==> config.mk <==
export PLATFORM = sky130hd
export DESIGN_NAME = seg7_scan4_flat
export DESIGN_NICKNAME = d
export VERILOG_FILES = /design/src/rtl/seg7_scan4_if.sv /design/src/rtl/seg7_scan4.sv /design/src/flat_wrapper.sv
export SDC_FILE = /design/constraint.sdc
export NUM_CORES = 1
export LEC_CHECK = 0
export ABC_AREA = 1
export BUFFER_PORTS_ARGS = -buffer_cell sky130_fd_sc_hd__buf_2
export CAP_MARGIN = 20
export CORE_ASPECT_RATIO = 0.9
export CORE_MARGIN = 5
export CORE_UTILIZATION = 35
export CTS_CLUSTER_DIAMETER = 100
export DETAILED_ROUTE_END_ITERATION = 10
export PLACE_DENSITY = 0.57
export SYNTH_ARGS = -nofsm -noshare
export SYNTH_HDL_FRONTEND = slang
export SYNTH_SLANG_ARGS = --single-unit
==> constraint.sdc <==
create_clock -name CLK -period 2.89 [get_ports CLK]
set_clock_uncertainty 0.2 [all_clocks]
set_input_delay 0.578 -clock CLK [delete_from_list [all_inputs] [get_ports CLK]]
set_output_delay 0.578 -clock CLK [all_outputs]
set_load 0.005 [all_outputs]
==> src/rtl/seg7_scan4_if.sv <==
// Display bus for seg7_scan4: packed BCD digits and flags in, shared segment
// bus, digit selects and frame marker out.
interface seg7_scan4_if;
    logic [15:0] bcd_in;
    logic [3:0]  dp_in;
    logic        lz_en;
    logic [7:0]  seg;
    logic [3:0]  dig;
    logic        frame_start;

    modport master (
        output bcd_in,
        output dp_in,
        output lz_en,
        input  seg,
        input  dig,
        input  frame_start
    );

    modport slave (
        input  bcd_in,
        input  dp_in,
        input  lz_en,
        output seg,
        output dig,
        output frame_start
    );
endinterface

==> src/rtl/seg7_scan4.sv <==
// Four-digit time-multiplexed 7-segment driver: round-robin scan with a blanking
// interval at the start of every slot and a per-frame snapshot of the inputs.
module seg7_scan4 #(
    parameter int SCAN_DIV       = 4000,
    parameter int BLANK_CYCLES   = 64,
    parameter bit SEG_ACTIVE_LOW = 1'b0,
    parameter bit DIG_ACTIVE_LOW = 1'b1
) (
    input  logic        CLK,
    input  logic        RST,
    seg7_scan4_if.slave bus
);
    localparam int T_W = (SCAN_DIV > 2) ? $clog2(SCAN_DIV) : 1;
    localparam logic [T_W-1:0] T_LAST  = T_W'(SCAN_DIV - 1);
    localparam logic [T_W-1:0] T_BLANK = T_W'(BLANK_CYCLES);

    typedef enum logic {
        ST_BLANK = 1'b0,
        ST_ON    = 1'b1
    } slotState_e;

    logic [T_W-1:0] tCnt;
    logic [T_W-1:0] tNext;
    logic [1:0]     idx;
    logic [1:0]     idxNext;
    slotState_e     state;
    slotState_e     stateNext;

    logic [15:0]    snapBcd;
    logic [3:0]     snapDp;
    logic           snapLz;

    logic           frameEdge;
    logic [15:0]    bcdEff;
    logic [3:0]     dpEff;
    logic           lzEff;
    logic [3:0]     digitCode;
    logic [7:0]     segLogic;
    logic [3:0]     digLogic;

    logic [7:0]     segPins_p1;
    logic [3:0]     digPins_p1;
    logic           frameStart_p1;

    function automatic logic [6:0] decodeBcd(input logic [3:0] code);
        logic [6:0] segs;
        case (code)
            4'd0:    segs = 7'b1111110;
            4'd1:    segs = 7'b0110000;
            4'd2:    segs = 7'b1101101;
            4'd3:    segs = 7'b1111001;
            4'd4:    segs = 7'b0110011;
            4'd5:    segs = 7'b1011011;
            4'd6:    segs = 7'b1011111;
            4'd7:    segs = 7'b1110000;
            4'd8:    segs = 7'b1111111;
            4'd9:    segs = 7'b1111011;
            default: segs = 7'b0000000;
        endcase
        return segs;
    endfunction

    // A digit is a leading zero when it and every more significant digit are 0.
    function automatic logic isLeadingZero(input logic [15:0] bcd,
                                           input logic [1:0]  pos,
                                           input logic        lz);
        logic upperZero;
        upperZero = 1'b1;
        for (int i = 0; i < 4; i++) begin
            if ((i >= int'(pos)) && (bcd[i*4 +: 4] != 4'h0)) begin
                upperZero = 1'b0;
            end
        end
        return lz && (pos != 2'd0) && upperZero;
    endfunction

    function automatic logic [7:0] applySegPol(input logic [7:0] segVal);
        return segVal ^ {8{SEG_ACTIVE_LOW}};
    endfunction

    function automatic logic [3:0] applyDigPol(input logic [3:0] digVal);
        return digVal ^ {4{DIG_ACTIVE_LOW}};
    endfunction

    // slot timer, digit index and per-slot state
    always_ff @(posedge CLK) begin
        if (RST) begin
            tCnt  <= '0;
            idx   <= 2'd0;
            state <= (T_BLANK == '0) ? ST_ON : ST_BLANK;
        end else begin
            tCnt  <= tNext;
            idx   <= idxNext;
            state <= stateNext;
        end
    end

    always_comb begin
        tNext   = tCnt + 1'b1;
        idxNext = idx;
        if (tCnt == T_LAST) begin
            tNext   = '0;
            idxNext = idx + 2'd1;
        end
        stateNext = (tNext < T_BLANK) ? ST_BLANK : ST_ON;
    end

    // The frame-start cycle displays the value being captured, so a zero-blank
    // slot 0 never shows the previous frame's snapshot.
    always_comb begin
        frameEdge = (idx == 2'd0) && (tCnt == '0);
        bcdEff    = frameEdge ? bus.bcd_in : snapBcd;
        dpEff     = frameEdge ? bus.dp_in  : snapDp;
        lzEff     = frameEdge ? bus.lz_en  : snapLz;
        digitCode = bcdEff[{idx, 2'b00} +: 4];
        segLogic  = 8'h00;
        digLogic  = 4'h0;
        if (state == ST_ON) begin
            digLogic      = 4'b0001 << idx;
            segLogic[7:1] = isLeadingZero(bcdEff, idx, lzEff) ? 7'b0000000
                                                               : decodeBcd(digitCode);
            segLogic[0]   = dpEff[idx];
        end
    end

    // p1: snapshot capture and registered pins
    always_ff @(posedge CLK) begin
        if (RST) begin
            snapBcd       <= 16'h0000;
            snapDp        <= 4'h0;
            snapLz        <= 1'b0;
            segPins_p1    <= applySegPol(8'h00);
            digPins_p1    <= applyDigPol(4'h0);
            frameStart_p1 <= 1'b0;
        end else begin
            if (frameEdge) begin
                snapBcd <= bus.bcd_in;
                snapDp  <= bus.dp_in;
                snapLz  <= bus.lz_en;
            end
            segPins_p1    <= applySegPol(segLogic);
            digPins_p1    <= applyDigPol(digLogic);
            frameStart_p1 <= frameEdge;
        end
    end

    assign bus.seg         = segPins_p1;
    assign bus.dig         = digPins_p1;
    assign bus.frame_start = frameStart_p1;
endmodule

==> src/flat_wrapper.sv <==
// flat-port wrapper written by rule: the top's interface ports become plain ports
module seg7_scan4_flat 
#(
    parameter int SCAN_DIV       = 4000,
    parameter int BLANK_CYCLES   = 64,
    parameter bit SEG_ACTIVE_LOW = 1'b0,
    parameter bit DIG_ACTIVE_LOW = 1'b1
)
  (CLK, RST, bus_bcd_in, bus_dp_in, bus_lz_en, bus_seg, bus_dig, bus_frame_start);
  seg7_scan4_if bus_i ();
  input  logic CLK;
  input  logic RST;
  input wire logic [$bits(bus_i.bcd_in)-1:0] bus_bcd_in;
  input wire logic [$bits(bus_i.dp_in)-1:0] bus_dp_in;
  input wire logic [$bits(bus_i.lz_en)-1:0] bus_lz_en;
  output wire logic [$bits(bus_i.seg)-1:0] bus_seg;
  output wire logic [$bits(bus_i.dig)-1:0] bus_dig;
  output wire logic [$bits(bus_i.frame_start)-1:0] bus_frame_start;
  assign bus_i.bcd_in = bus_bcd_in;
  assign bus_i.dp_in = bus_dp_in;
  assign bus_i.lz_en = bus_lz_en;
  assign bus_seg = bus_i.seg;
  assign bus_dig = bus_i.dig;
  assign bus_frame_start = bus_i.frame_start;
  seg7_scan4 #(.SCAN_DIV(SCAN_DIV), .BLANK_CYCLES(BLANK_CYCLES), .SEG_ACTIVE_LOW(SEG_ACTIVE_LOW), .DIG_ACTIVE_LOW(DIG_ACTIVE_LOW)) u_core (.CLK(CLK), .RST(RST), .bus(bus_i));
endmodule
* Word-level counts from Yosys, hierarchy flattened
Memories as Yosys holds them, arrays and structs flattened. A register that Yosys moved wholly into a read port is not among the register bits.
Index checks and enable logic that the tools add are counted.
** Storage, ports and cells
- Register bits :: 42
- Latch bits :: 0
- RAM bits :: 0
- Bits in read-only memories :: 112
- Input bits :: 23
- Output and inout port bits :: 13
- Logic and storage cells :: 50
- Memories kept :: 1
** Cells by class
- $add $sub $neg :: 2
- Multipliers :: 0
- Div/mod/pow operators :: 0
- Magnitude comparators :: 5
- Equality and inequality tests :: 1
- Shift operators :: 2
- Multiplexer cells :: 13
- Bitwise operators :: 2
- Reduce and logical (&&, ||, !) cells :: 15
** Memory list
- (no name shown) :: depth 16, bits a word 7, rd ports 1, clocked after Yosys merged registers in 1, wr ports 0, RTL line seg7_scan4.sv:47 : case (code)
** Operator list (count)
- $mux W16 :: 1
- $reduce_bool A4 Y1 :: 4
- $shiftx A16 B5 Y4 :: 1
- $add A12 B1 Y12 const B :: 1
- $eq A12 B12 Y1 const B :: 1
- $logic_not A12 Y1 :: 1
- $lt A12 B7 Y1 const B :: 1
- $mux W12 :: 1
- $mux W1 :: 8
- $mux W4 :: 2
- $logic_and A1 B1 Y1 :: 6
- $ge A1 B2 Y1 const A :: 2
- $not A4 Y4 :: 1
- $shl A1 B2 Y4 const A :: 1
- $lt A2 B3 Y1 const B :: 1
- $reduce_or A3 Y1 :: 1
- $add A2 B1 Y2 const B :: 1
- $bmux W1 S2 :: 1
- $ge A2 B2 Y1 const A :: 1
- $logic_not A2 Y1 :: 1
- $reduce_bool A2 Y1 :: 1
- $reduce_or A2 Y1 :: 1
- $not A1 Y1 :: 1

* Longest topological paths before layout
- Word-level depth :: 12
- Depth in mapped cells :: 20
- Gate-level depth less buffers :: 18

* Worst setup path after synthesis
OpenSTA, ideal clock, no wires.
- Path type :: reg2reg
- From :: reg u_core.idx[1]
- To :: reg u_core.segPins_p1[2] (netlist: u_core.bus.seg[2])
- Setup time :: 0.113 ns
- Data arrival time :: 2.424 ns
- Required time :: 2.577 ns
- Setup slack :: 0.153 ns
- Stages on the path, launching flop included :: 20
- Buffers on the path :: 2
- Clock period less this slack :: 2.737 ns
- Path through :: dfxtp_1 buf_2 clkinv_1 ha_1 nand2_1 nor2_4 nand3_4 buf_6 nand2_1 nand2_1 inv_1 nand2_1 o21ai_0 a21oi_1 inv_1 ha_1 nand2_1 nand2_1 nor2_1 nor2_1
** Between the ends
- Cells in the longest elaborated chain, start to end :: 12
- Elaborated cells on any way between the ends :: 24
- Those cells by class :: order compare (3); shift (1); mux (7); reduce/logical (13)
** Ends and longest elaborated chain
- start, declared :: RTL line seg7_scan4.sv:24 : logic [1:0] idx;
- start signal, assigned :: RTL line seg7_scan4.sv:93 : idx <= idxNext;
- $logic_not A2 Y1 :: RTL line seg7_scan4.sv:111 : frameEdge = (idx == 2'd0) && (tCnt == '0);
- $logic_and A1 B1 Y1 :: RTL line seg7_scan4.sv:111
- $mux W16 :: RTL line seg7_scan4.sv:112 : bcdEff = frameEdge ? bus.bcd_in : snapBcd;
- $reduce_bool A4 Y1 :: RTL line seg7_scan4.sv:70 : if ((i >= int'(pos)) && (bcd[i*4 +: 4] != 4'h0)) begin
- $logic_and A1 B1 Y1 :: RTL line seg7_scan4.sv:70
- $mux W1 (4 in series) :: RTL line seg7_scan4.sv:70
- $mux W1 :: RTL line seg7_scan4.sv:118 : if (state == ST_ON) begin
- $logic_and A1 B1 Y1 :: RTL line seg7_scan4.sv:74 : return lz && (pos != 2'd0) && upperZero;
- $reduce_or A3 Y1 (no source line)
- end, declared :: RTL line seg7_scan4.sv:41 : logic [7:0] segPins_p1;
Parallel ways exist; a longest one is shown, timed or not. The select of a mux whose other input is x is not followed.
A chain may end at the register's enable or synchronous reset.

* Final worst setup path
- From :: reg u_core.idx[0]
- To :: reg u_core.segPins_p1[4] (netlist: u_core.bus.seg[4])
The elaborated chain is that of the path after synthesis.

==> flow_summary.json <==
{
  "core_region_area_sq_mm": 0.00693,
  "htreeDepth": 2,
  "cp_top_family": "simple AND/OR/NAND/NOR gates",
  "whs_ns": 0.270,
  "status": "finished clean",
  "drv_slew": 0,
  "holdPathStages": 1,
  "synth.mux.area_fraction": 0.0164,
  "yosys.area_share.simple": 0.362,
  "antenna_found_initial": 0,
  "worstPathRequired_ns": 2.94,
  "synth_edf_count": 0,
  "timing.slew.headroom": 0.739,
  "crit_path_max_fanout": 10,
  "syn_nets": 387,
  "r2r-start": "u_core.idx[0]$_SDFFE_PP0N_",
  "vias": 2223,
  "whs_endpoint": "u_core.tCnt[0]$_SDFF_PP0_",
  "initial_core_util": 0.353,
  "first_iter_violations": 131,
  "post_cts_buffers": 0,
  "synth_top_family_by_area": "simple AND/OR/NAND/NOR gates",
  "period_minus_slack_ns": 2.55,
  "place_inst": 479,
  "syn-cell-area_sq_mm": 0.00245,
  "fin_cells": 486,
  "synth_ff_type": "dfxtp_1",
  "setup_tns_ns": 0,
  "worstPathArrival_ns": 2.59,
  "drv_cap": 0,
  "synth_warnings": 0,
  "cp-end-kind": "flip-flop",
  "portBuffers": 35,
  "ys_types": 26,
  "cp_num_buf_inv": 3,
  "yosys-top-cells-area": "dfxtp_1, nand2_1, nor2_1, nand3_1, ha_1",
  "gr-usage-all-layers": 0.139,
  "fillers": 726,
  "hold_violations": 0,
  "overflow": 0,
  "r2r_cells": 16,
  "rows": 29,
  "r2r-end": "u_core.bus.seg[4]$_SDFF_PP0_",
  "die_w_um": 98.2,
  "ir_worst_vdd_mv": 0.155,
  "setup_viol": 0,
  "cts_tree": "done",
  "setup.worst_path.start_class": "flip-flop",
  "hp-class": "reg2reg",
  "min_from": "u_core.tCnt[0]$_SDFF_PP0_",
  "clkTransAtPathRegs_ns": 0.09,
  "synthAdderAreaFrac": 0.0613,
  "setup.worst_path.start": "u_core.idx[0]$_SDFFE_PP0N_",
  "crit_type": "reg2reg",
  "cpPeakStageDelay_ns": 0.32,
  "cts_hold_buf": 0,
  "regArea_sq_um": 981,
  "wirelength_mm": 5.80,
  "diodes": 0,
  "drive_above_1_share": 0.183,
  "dieArea_sq_mm": 0.00877,
  "syn-mean-instance-area_sq_um": 6.96,
  "p_leak_nw": 1.43,
  "crit_chain": "inv_1 > ha_1 > inv_1 > nor2_1 > nand2_1 > nor2_2 > buf_6 > nand3_1 > nand2_1 > nand2_1 > nand3_1 > nand2_1 > ha_1 > o21ai_1 > nor2_1 > nor2_1",
  "fin_crit_sh": 0.881,
  "cts_made_buffers": 5,
  "grt_pass1_vias": 2061,
  "final_nets": 428,
  "firstDrtPassIters": 4,
  "clk_latency_ns": 0.30,
  "path_common_cell": "nand2_1",
  "pin_count": 36,
  "synth-compound-area-share": 0.0731,
  "ant_nets": 0,
  "place.gp.congestion": 0.822,
  "clock-root-buffer": "clkbuf_8",
  "async_flop_share": 0,
  "grt_max_degree": 30,
  "routed_via_density": 4.57,
  "p_per_area_mw_per_mm2": 498,
  "synth_top_area_frac": 0.401,
  "synth-seq-cells": 49,
  "cts_resized": 0,
  "fmax_mhz": 393,
  "power.total_w": 0.00142,
  "r2r_slack_ns": 0.34,
  "yosysTopAreaCell": "dfxtp_1",
  "clock_path_buffers": 2,
  "grt_pass1_wl_mm": 9.75,
  "avgRoutedWirePerCell_um": 11.9,
  "rsz0062_at_grt": "no",
  "finish.utilization": 0.411,
  "netlist_instances": 352,
  "yosysSeqAreaShare": 0.401,
  "multiInputGateArea_sq_mm": 0.00128,
  "syn2layout_area_growth_pct": 16.2,
  "tightestPinTransition_ns": 0.389,
  "cts.sinks": 49,
  "die_h_um": 89.4,
  "drcViolationCount": 0,
  "hpwl_mm": 4.37,
  "synth_xor_area_frac": 0.00715,
  "crit_slowest_cell": "dfxtp_1"
}
-- worst register-to-register path, stage by stage, from the launching register on --
cell	delay, ns
dfxtp_1	0.32
inv_1	0.07
ha_1	0.19
inv_1	0.06
nor2_1	0.09
nand2_1	0.08
nor2_2	0.14
buf_6	0.17
nand3_1	0.10
nand2_1	0.13
nand2_1	0.08
nand3_1	0.07
nand2_1	0.14
ha_1	0.31
o21ai_1	0.19
nor2_1	0.06
nor2_1	0.09
-- logic make-up after synthesis --
group                    Yosys count
adder cells (fa/ha/maj)           12
AND/OR/NAND/NOR                  204
buffers and inverters             47
AO/OA/AOI/OAI                     34
flip-flops                        49
XOR/XNOR                           2
multiplexers                       4
-- per-stage QoR --
| step | area, sq um | setup WS [ns] |
|---|---|---|
| 2_1_floorplan | 2450 | 0.153 |
| 3_3_place_gp | 2750 | 0.319 |
| 3_5_place_dp | 2750 | 0.291 |
| 4_1_cts | 2840 | 0.273 |
| 5_1_grt | 2850 | 0.0193 |
| 6_report | 2850 | 0.343 |
-- synthesized netlist by cell type (3+ instances only) --
cell type,number
clkbuf_1,4
inv_1,29
nand3_1,39
a21oi_1,19
dfxtp_1,49
nor3_1,5
ha_1,12
nand3_2,4
nor2_1,55
inv_2,8
mux2i_1,4
nand2_2,3
nand2_1,93
o21ai_0,10
-- registers in the layout, summed over array words and instances (netlist names) --
register                count
u_core.bus.dig              4
u_core.bus.frame_start      1
u_core.bus.seg              8
u_core.idx                  2
u_core.snapBcd             16
u_core.snapDp               4
u_core.snapLz               1
u_core.state                1
u_core.tCnt                12
-- placed cells by master, fill, tap and decap left out, types with 2 or more instances in the layout --
cell type | Yosys | routed
nand2_2 | 3 | 3
nor3_1 | 5 | 5
ha_1 | 12 | 12
a21oi_1 | 19 | 18
mux2i_1 | 4 | 4
clkbuf_8 | 0 | 6
nand3_1 | 39 | 39
nand3_2 | 4 | 4
o21ai_0 | 10 | 9
nor2_1 | 55 | 54
dfxtp_1 | 49 | 49
inv_1 | 29 | 29
o21ai_1 | 2 | 3
inv_2 | 8 | 8
xor2_1 | 2 | 2
or2_2 | 2 | 2
nand2_1 | 93 | 93
nor2_4 | 2 | 2
buf_4 | 2 | 7
buf_2 | 2 | 35
-- worst max path at each step --
stage | cells after the start | end
after global placement | 16 | u_core.bus.seg[4]$_SDFF_PP0_
final | 16 | u_core.bus.seg[4]$_SDFF_PP0_
after CTS | 16 | u_core.bus.seg[4]$_SDFF_PP0_
after detailed placement | 14 | u_core.bus.seg[2]$_SDFF_PP0_
after global routing | 13 | u_core.bus.seg[4]$_SDFF_PP0_
after floorplan | 19 | u_core.bus.seg[2]$_SDFF_PP0_
-- routing by layer --
layer | wire (um) | track usage | vias up
li1 | - | - | 1194
met1 | 3050 | 0.194 | 980
met2 | 2450 | 0.221 | 47
met3 | 257 | 0.0320 | 2
met4 | 31 | 0.0335 | 0
met5 | 0 | 0 | -
-- layout make-up --
class	count	area share
multi-input combinational	256	0.450
clock buffer	7	0.0303
sequential	49	0.345
timing repair buffer	43	0.0840
inverter	38	0.0501
tap	93	0.0409
-- power breakdown --
part           switching, W  total [W]  leakage, nW  internal (W)
combinational      0.000179   0.000283        0.985      0.000104
clock              0.000223   0.000413       0.0443      0.000191
sequential        0.0000112   0.000719        0.400      0.000708
Note: power is estimated with default switching activity, not from simulation.
